$ cat src/rtl/ctrl_pkg.sv
// Shared encodings for the multi-cycle controller: phase codes, opcode/funct
// values, ALU function codes and PC-control classes.
package ctrl_pkg;

    typedef enum logic [2:0] {
        PH_IDLE   = 3'd0,
        PH_FETCH  = 3'd1,
        PH_DECODE = 3'd2,
        PH_EXEC   = 3'd3,
        PH_MEM    = 3'd4,
        PH_WB     = 3'd5,
        PH_HALT   = 3'd7
    } phase_e;

    localparam logic [5:0] OP_RTYPE = 6'b000000;
    localparam logic [5:0] OP_J     = 6'b000010;
    localparam logic [5:0] OP_JAL   = 6'b000011;
    localparam logic [5:0] OP_BEQ   = 6'b000100;
    localparam logic [5:0] OP_BNE   = 6'b000101;
    localparam logic [5:0] OP_ADDI  = 6'b001000;
    localparam logic [5:0] OP_SLTI  = 6'b001010;
    localparam logic [5:0] OP_ANDI  = 6'b001100;
    localparam logic [5:0] OP_ORI   = 6'b001101;
    localparam logic [5:0] OP_LW    = 6'b100011;
    localparam logic [5:0] OP_SW    = 6'b101011;
    localparam logic [5:0] OP_JREG  = 6'b111111;

    localparam logic [5:0] FN_JR    = 6'b001000;

    localparam logic [5:0] ALU_NONE = 6'b000000;
    localparam logic [5:0] ALU_ADD  = 6'b100000;
    localparam logic [5:0] ALU_SUB  = 6'b100010;
    localparam logic [5:0] ALU_AND  = 6'b100100;
    localparam logic [5:0] ALU_OR   = 6'b100101;
    localparam logic [5:0] ALU_SLT  = 6'b101010;

    localparam logic [1:0] CP_SEQ    = 2'b00;
    localparam logic [1:0] CP_REG    = 2'b01;
    localparam logic [1:0] CP_JUMP   = 2'b10;
    localparam logic [1:0] CP_BRANCH = 2'b11;

endpackage

$ cat src/rtl/ctrl_decode.sv
// Combinational instruction decoder: opcode/funct to ALU controls, PC class,
// instruction class bits and an illegal-opcode flag.
module ctrl_decode
    import ctrl_pkg::*;
(
    input  logic [5:0] opecode_i,
    input  logic [5:0] funct_i,
    output logic [5:0] alu_func_o,
    output logic       reorim_o,
    output logic [1:0] cp_type_o,
    output logic       is_branch_o,
    output logic       is_jump_o,
    output logic       is_link_o,
    output logic       is_load_o,
    output logic       is_store_o,
    output logic       is_rtype_o,
    output logic       illegal_o
);

    always_comb begin
        alu_func_o  = ALU_NONE;
        reorim_o    = 1'b0;
        cp_type_o   = CP_SEQ;
        is_branch_o = 1'b0;
        is_jump_o   = 1'b0;
        is_link_o   = 1'b0;
        is_load_o   = 1'b0;
        is_store_o  = 1'b0;
        is_rtype_o  = 1'b0;
        illegal_o   = 1'b0;
        case (opecode_i)
            OP_RTYPE: begin
                alu_func_o = funct_i;
                is_rtype_o = 1'b1;
                if (funct_i == FN_JR) cp_type_o = CP_REG;
            end
            OP_ADDI: begin alu_func_o = ALU_ADD; reorim_o = 1'b1; end
            OP_ANDI: begin alu_func_o = ALU_AND; reorim_o = 1'b1; end
            OP_ORI:  begin alu_func_o = ALU_OR;  reorim_o = 1'b1; end
            OP_SLTI: begin alu_func_o = ALU_SLT; reorim_o = 1'b1; end
            OP_BEQ, OP_BNE: begin
                alu_func_o  = ALU_SUB;
                reorim_o    = 1'b1;
                cp_type_o   = CP_BRANCH;
                is_branch_o = 1'b1;
            end
            OP_J: begin
                cp_type_o = CP_JUMP;
                is_jump_o = 1'b1;
            end
            OP_JAL: begin
                cp_type_o = CP_JUMP;
                is_jump_o = 1'b1;
                is_link_o = 1'b1;
            end
            OP_JREG: cp_type_o = CP_REG;
            OP_LW: begin alu_func_o = ALU_ADD; reorim_o = 1'b1; is_load_o  = 1'b1; end
            OP_SW: begin alu_func_o = ALU_ADD; reorim_o = 1'b1; is_store_o = 1'b1; end
            default: illegal_o = 1'b1;
        endcase
    end

endmodule

$ cat src/rtl/multicycle_controller.sv
// Multi-cycle control unit: phase FSM, memory timeout counter and registered
// datapath controls. Decode results are latched on the DECODE->EXEC edge.
module multicycle_controller
    import ctrl_pkg::*;
#(
    parameter int STEP_EN     = 0,
    parameter int MEM_TIMEOUT = 255,
    parameter int TO_W        = 8
) (
    input  logic       clk,
    input  logic       rst,
    input  logic [5:0] opecode,
    input  logic [5:0] funct,
    input  logic       zflag,
    input  logic       mem_ready,
    input  logic       step,
    output logic [5:0] alu_func,
    output logic       reorim,
    output logic [1:0] cp_type,
    output logic [1:0] pc_src,
    output logic       write_pc,
    output logic       write_reg,
    output logic       write_lr,
    output logic       ir_write,
    output logic       mem_req,
    output logic       mem_we,
    output logic [2:0] phase,
    output logic       halted,
    output logic       bus_err,
    output logic       illegal
);

    localparam logic [TO_W-1:0] TO_LAST  = TO_W'(MEM_TIMEOUT - 1);
    localparam phase_e          PH_NEXT  = (STEP_EN != 0) ? PH_IDLE : PH_FETCH;
    localparam logic            NEXT_REQ = (STEP_EN == 0);

    logic [5:0] dec_alu_func;
    logic       dec_reorim;
    logic [1:0] dec_cp_type;
    logic       dec_branch, dec_jump, dec_link, dec_load, dec_store;
    logic       dec_rtype_unused;
    logic       dec_illegal;

    ctrl_decode u_decode (
        .opecode_i   (opecode),
        .funct_i     (funct),
        .alu_func_o  (dec_alu_func),
        .reorim_o    (dec_reorim),
        .cp_type_o   (dec_cp_type),
        .is_branch_o (dec_branch),
        .is_jump_o   (dec_jump),
        .is_link_o   (dec_link),
        .is_load_o   (dec_load),
        .is_store_o  (dec_store),
        .is_rtype_o  (dec_rtype_unused),
        .illegal_o   (dec_illegal)
    );

    phase_e          phase_q;
    logic [5:0]      alu_func_q;
    logic            reorim_q;
    logic [1:0]      cp_type_q;
    logic            br_jmp_q, load_q, store_q;
    logic            write_pc_q, write_reg_q, write_lr_q;
    logic            mem_req_q, mem_we_q;
    logic            halted_q, bus_err_q, illegal_q;
    logic [TO_W-1:0] to_cnt_q;

    logic stall, timeout_hit;
    assign stall       = mem_req_q && !mem_ready;
    assign timeout_hit = (MEM_TIMEOUT != 0) && stall && (to_cnt_q == TO_LAST);

    always_ff @(posedge clk) begin
        if (rst) begin
            phase_q     <= PH_IDLE;
            alu_func_q  <= ALU_NONE;
            reorim_q    <= 1'b0;
            cp_type_q   <= CP_SEQ;
            br_jmp_q    <= 1'b0;
            load_q      <= 1'b0;
            store_q     <= 1'b0;
            write_pc_q  <= 1'b0;
            write_reg_q <= 1'b0;
            write_lr_q  <= 1'b0;
            mem_req_q   <= 1'b0;
            mem_we_q    <= 1'b0;
            halted_q    <= 1'b0;
            bus_err_q   <= 1'b0;
            illegal_q   <= 1'b0;
            to_cnt_q    <= '0;
        end else begin
            write_pc_q  <= 1'b0;
            write_reg_q <= 1'b0;
            write_lr_q  <= 1'b0;
            case (phase_q)
                PH_IDLE: begin
                    if (STEP_EN == 0 || step) begin
                        phase_q   <= PH_FETCH;
                        mem_req_q <= 1'b1;
                        to_cnt_q  <= '0;
                    end
                end
                PH_FETCH: begin
                    if (mem_ready) begin
                        phase_q   <= PH_DECODE;
                        mem_req_q <= 1'b0;
                    end else if (timeout_hit) begin
                        phase_q   <= PH_HALT;
                        mem_req_q <= 1'b0;
                        bus_err_q <= 1'b1;
                        halted_q  <= 1'b1;
                    end else begin
                        to_cnt_q <= to_cnt_q + TO_W'(1);
                    end
                end
                PH_DECODE: begin
                    if (dec_illegal) begin
                        phase_q   <= PH_HALT;
                        illegal_q <= 1'b1;
                        halted_q  <= 1'b1;
                    end else begin
                        phase_q    <= PH_EXEC;
                        alu_func_q <= dec_alu_func;
                        reorim_q   <= dec_reorim;
                        cp_type_q  <= dec_cp_type;
                        br_jmp_q   <= dec_branch || dec_jump;
                        load_q     <= dec_load;
                        store_q    <= dec_store;
                        // Branches and jumps finish in EXEC, so their PC/LR pulses land there.
                        write_pc_q <= dec_branch || dec_jump;
                        write_lr_q <= dec_link;
                    end
                end
                PH_EXEC: begin
                    if (br_jmp_q) begin
                        phase_q   <= PH_NEXT;
                        mem_req_q <= NEXT_REQ;
                        to_cnt_q  <= '0;
                    end else if (load_q || store_q) begin
                        phase_q   <= PH_MEM;
                        mem_req_q <= 1'b1;
                        mem_we_q  <= store_q;
                        to_cnt_q  <= '0;
                    end else begin
                        phase_q     <= PH_WB;
                        write_pc_q  <= 1'b1;
                        write_reg_q <= 1'b1;
                    end
                end
                PH_MEM: begin
                    if (mem_ready) begin
                        mem_we_q <= 1'b0;
                        if (load_q) begin
                            phase_q     <= PH_WB;
                            mem_req_q   <= 1'b0;
                            write_pc_q  <= 1'b1;
                            write_reg_q <= 1'b1;
                        end else begin
                            phase_q   <= PH_NEXT;
                            mem_req_q <= NEXT_REQ;
                            to_cnt_q  <= '0;
                        end
                    end else if (timeout_hit) begin
                        phase_q   <= PH_HALT;
                        mem_req_q <= 1'b0;
                        mem_we_q  <= 1'b0;
                        bus_err_q <= 1'b1;
                        halted_q  <= 1'b1;
                    end else begin
                        to_cnt_q <= to_cnt_q + TO_W'(1);
                    end
                end
                PH_WB: begin
                    phase_q   <= PH_NEXT;
                    mem_req_q <= NEXT_REQ;
                    to_cnt_q  <= '0;
                end
                PH_HALT: phase_q <= PH_HALT;
                default: begin
                    phase_q  <= PH_HALT;
                    halted_q <= 1'b1;
                end
            endcase
        end
    end

    // A store ends on the acknowledge cycle itself, so its PC pulse cannot be registered ahead.
    assign write_pc  = write_pc_q || ((phase_q == PH_MEM) && store_q && mem_ready && !rst);
    assign ir_write  = (phase_q == PH_FETCH) && mem_ready && !rst;
    assign pc_src    = ((cp_type_q == CP_BRANCH) && !(zflag ^ opecode[0])) ? CP_SEQ : cp_type_q;
    assign alu_func  = alu_func_q;
    assign reorim    = reorim_q;
    assign cp_type   = cp_type_q;
    assign write_reg = write_reg_q;
    assign write_lr  = write_lr_q;
    assign mem_req   = mem_req_q;
    assign mem_we    = mem_we_q;
    assign phase     = phase_q;
    assign halted    = halted_q;
    assign bus_err   = bus_err_q;
    assign illegal   = illegal_q;

endmodule

$ cat config.mk
export PLATFORM = sky130hd
export DESIGN_NAME = multicycle_controller
export DESIGN_NICKNAME = d
export VERILOG_FILES = /design/src/rtl/ctrl_pkg.sv /design/src/rtl/ctrl_decode.sv /design/src/rtl/multicycle_controller.sv
export SDC_FILE = /design/constraint.sdc
export NUM_CORES = 1
export LEC_CHECK = 0
export BUFFER_PORTS_ARGS = -buffer_cell sky130_fd_sc_hd__buf_2
export CAP_MARGIN = 20
export CORE_MARGIN = 2
export CORE_UTILIZATION = 58
export CTS_CLUSTER_DIAMETER = 200
export DETAILED_ROUTE_END_ITERATION = 16
export PLACE_DENSITY = 0.94
export SYNTH_ARGS = -nofsm -noshare
export SYNTH_HDL_FRONTEND = slang
export SYNTH_SLANG_ARGS = --single-unit
$ cat constraint.sdc
create_clock -name clk -period 3.21 [get_ports clk]
set_input_delay 0.4815 -clock clk [delete_from_list [all_inputs] [get_ports clk]]
set_output_delay 0.4815 -clock clk [all_outputs]
set_load 0.005 [all_outputs]
==> results_dict.tcl <==
set metrics [dict create \
    grt_pass1_wl_um 7224 \
    cp-end-kind "output pin" \
    cts.sinks 31 \
    ys_types 68 \
    p_per_area_nw_per_um2 378.4 \
    grt_pass1_vias 1509 \
    max_stage_delay_ps 610 \
    crit_required_ps 2730 \
    htree_levels 2 \
    synthTopCellsByCount "31 x dfxtp_1, 22 x nor2_1, 16 x a21oi_1, 15 x nand2_1, 11 x nand3_1" \
    synth_nets 240 \
    viasPerCell 6.027 \
    syn2layout_area_growth_pct 11.02 \
    crit_chain "nand2b_1, nor2_1, a31o_2, buf_2" \
    drv_cap 0 \
    skew_ps 5.062 \
    r2r_start "phase[1]" \
    seqPwrFrac 0.514 \
    cts_hold_buf 0 \
    dr.pass1.iters 4 \
    hold_path.startpoint "funct[4]" \
    clock_latency_ps 340 \
    finalNetCount 274 \
    final_util 0.6841 \
    grt_usage 0.2602 \
    cp_num_buf_inv 1 \
    post-route-drc-count 0 \
    fmax_ghz 0.4264 \
    synth_seq_cells 31 \
    cts-root-buf "clkbuf_4" \
    drt-initial-drc-count 103 \
    setup_tns_ps 0 \
    largest_reg_flops 8 \
    hpwlAfterDp_um 3069 \
    r2r_end "store_q" \
    gr-total-overflow 0 \
    crit_fanout 11 \
    floorplan.die.height_um 61.19 \
    synthFlopType "dfxtp_1" \
    period_share 0.7305 \
    power.switching_uw 225.7 \
    p_clk_frac 0.330 \
    cts_inserted_buffers 5 \
    outcome "finished clean" \
    synth_top_area_cell "dfxtp_1" \
    grt_antenna_before_repair 0 \
    hold_class "in2reg" \
    cts-resized-gates 0 \
    die_area_sq_um 3744 \
    drive_above_1_share 0.2383 \
    portBuffers 38 \
    clockBufferDepth 2 \
    hold_viol_final 0 \
    seq_area_frac_synth 0.3272 \
    cts_tree "built" \
    whs_path_depth 3 \
    fp-row-count 20 \
    maxSlewViolCount 0 \
    synth_area_leaders "dfxtp_1 33%, nor2_1 4.4%, a21oi_1 4.2%" \
    r2r_cells 4 \
    cp-start-kind "flip-flop" \
    wl_um 4490 \
    synth_edf_count 0 \
    core_sq_um 3078 \
    timing.setup.critical_path_class "reg2out" \
    synthArstFlopShare 0 \
    n_antenna_cell 0 \
    max_slew.worst_pin.slew_ps 585.7 \
    yosysMostFrequentCell "dfxtp_1" \
    wire_per_inst_um 14.97 \
    arrival_ps 1860 \
    path_clk_slew_ps 90 \
    regMostFlops "to_cnt_q" \
    crit_family "flip-flops" \
    intPower_uw 571.3 \
    synth_area_sq_um 1897 \
    synth_top_cell_area_share 0.3272 \
    ios 40 \
    die_width_um 61.19 \
    reg2reg_setup_slack_ps 1340 \
    power_uw 796.9 \
    setup-violations-final 0 \
    place_congestion 0.8854 \
    grt_max_degree 33 \
    peakVddDrop_uv 263.5 \
    leakagePower_uw 0.0008129 \
    slew_headroom 0.6095 \
    min_to "alu_func[4]" \
    fin_crit_ps 2345 \
    antenna_left 0 \
    slowest_stage "dfxtp_1" \
    swShare 0.2832 \
    dr_total_vias 1808 \
    syn_inst 221 \
    hold_ws_ps 436.6 \
    avgSynthCellArea_sq_um 8.583 \
    yosys_warnings 0 \
    rsz0062_at_grt "no" \
    combPwrFrac 0.157 \
    initial_core_util 0.6163 \
    post_cts_buffers 0 \
]
==> area by class of cell <==
class                   count  area (sq um)
multi-input cells         173          1149
fillers                   261         972.2
flip-flops and latches     31         620.6
repair buffers             38         190.2
clock buffers               8         68.82
well taps                  44         55.05
inverters                   6         22.52
==> cell families (layout without fill, tap and decap cells) <==
kind of cell,count (synthesis),after routing,share of synthesized area
simple gates,103,103,0.3160
compound gates,55,55,0.2104
flops,31,31,0.3272
buf+inv,17,52,0.06728
xor+xnor,8,8,0.03694
mux,5,5,0.02902
fa+ha+maj,2,2,0.01319
==> cell usage in the layout, fill, tap and decap left out, types with 5 or more instances in the layout <==
cell type / synthesis / layout
buf_2: 1 / 38
clkbuf_4: 0 / 5
a21oi_1: 16 / 16
nor2_1: 22 / 22
nand2_1: 15 / 15
nor3_1: 8 / 8
inv_1: 6 / 6
nand3_1: 11 / 11
xor2_1: 5 / 5
dfxtp_1: 31 / 31
nand2b_1: 8 / 8
o21ai_0: 8 / 8
==> worst min-delay path: cells and delay by family <==
family        cells  cell delay, ps
simple gates      1              70
buf+inv           1             100
mux               1              70
==> through the flow <==
step	setup slack, ps	instance area [sq um]	std cells
global route	783.6	2106	300
CTS	922.3	2106	300
global placement	1146	2037	292
finish	864.9	2106	300
detailed placement	1141	2037	292
floorplan	1423	1897	221
==> worst max-delay path by stage <==
stage                          start        to  slack, ps  depth (start not counted)
final                       phase[2]  write_pc        860                          4
after global routing        phase[2]  write_pc        780                          4
after CTS                   phase[2]  write_pc        920                          4
after detailed placement         rst  write_pc       1140                          4
after global placement           rst  write_pc       1150                          4
after floorplan           opecode[2]   store_q       1420                          5
==> layer usage <==
layer  vias to the layer above  routed length, um  part of all wire  GRT usage
met5                         -                  0                 0          0
met4                         0                 52             0.012    0.08385
met3                         9                304             0.068    0.06303
met2                        78               2069              0.46     0.3982
met1                       833               2064              0.46     0.3620
li1                        888                  -                 -          -
==> power by group through the flow <==
stage          sequential (uW)  clock [uW]  combinational (uW)
6_report                   409         263                 125
5_1_grt                    411         283                 137
4_1_cts                    409         266                 123
3_5_place_dp               418           0                 121
3_3_place_gp               417           0                 117
2_1_floorplan              412           0                97.0
No activity file was read; power rests on OpenSTA's default activity.
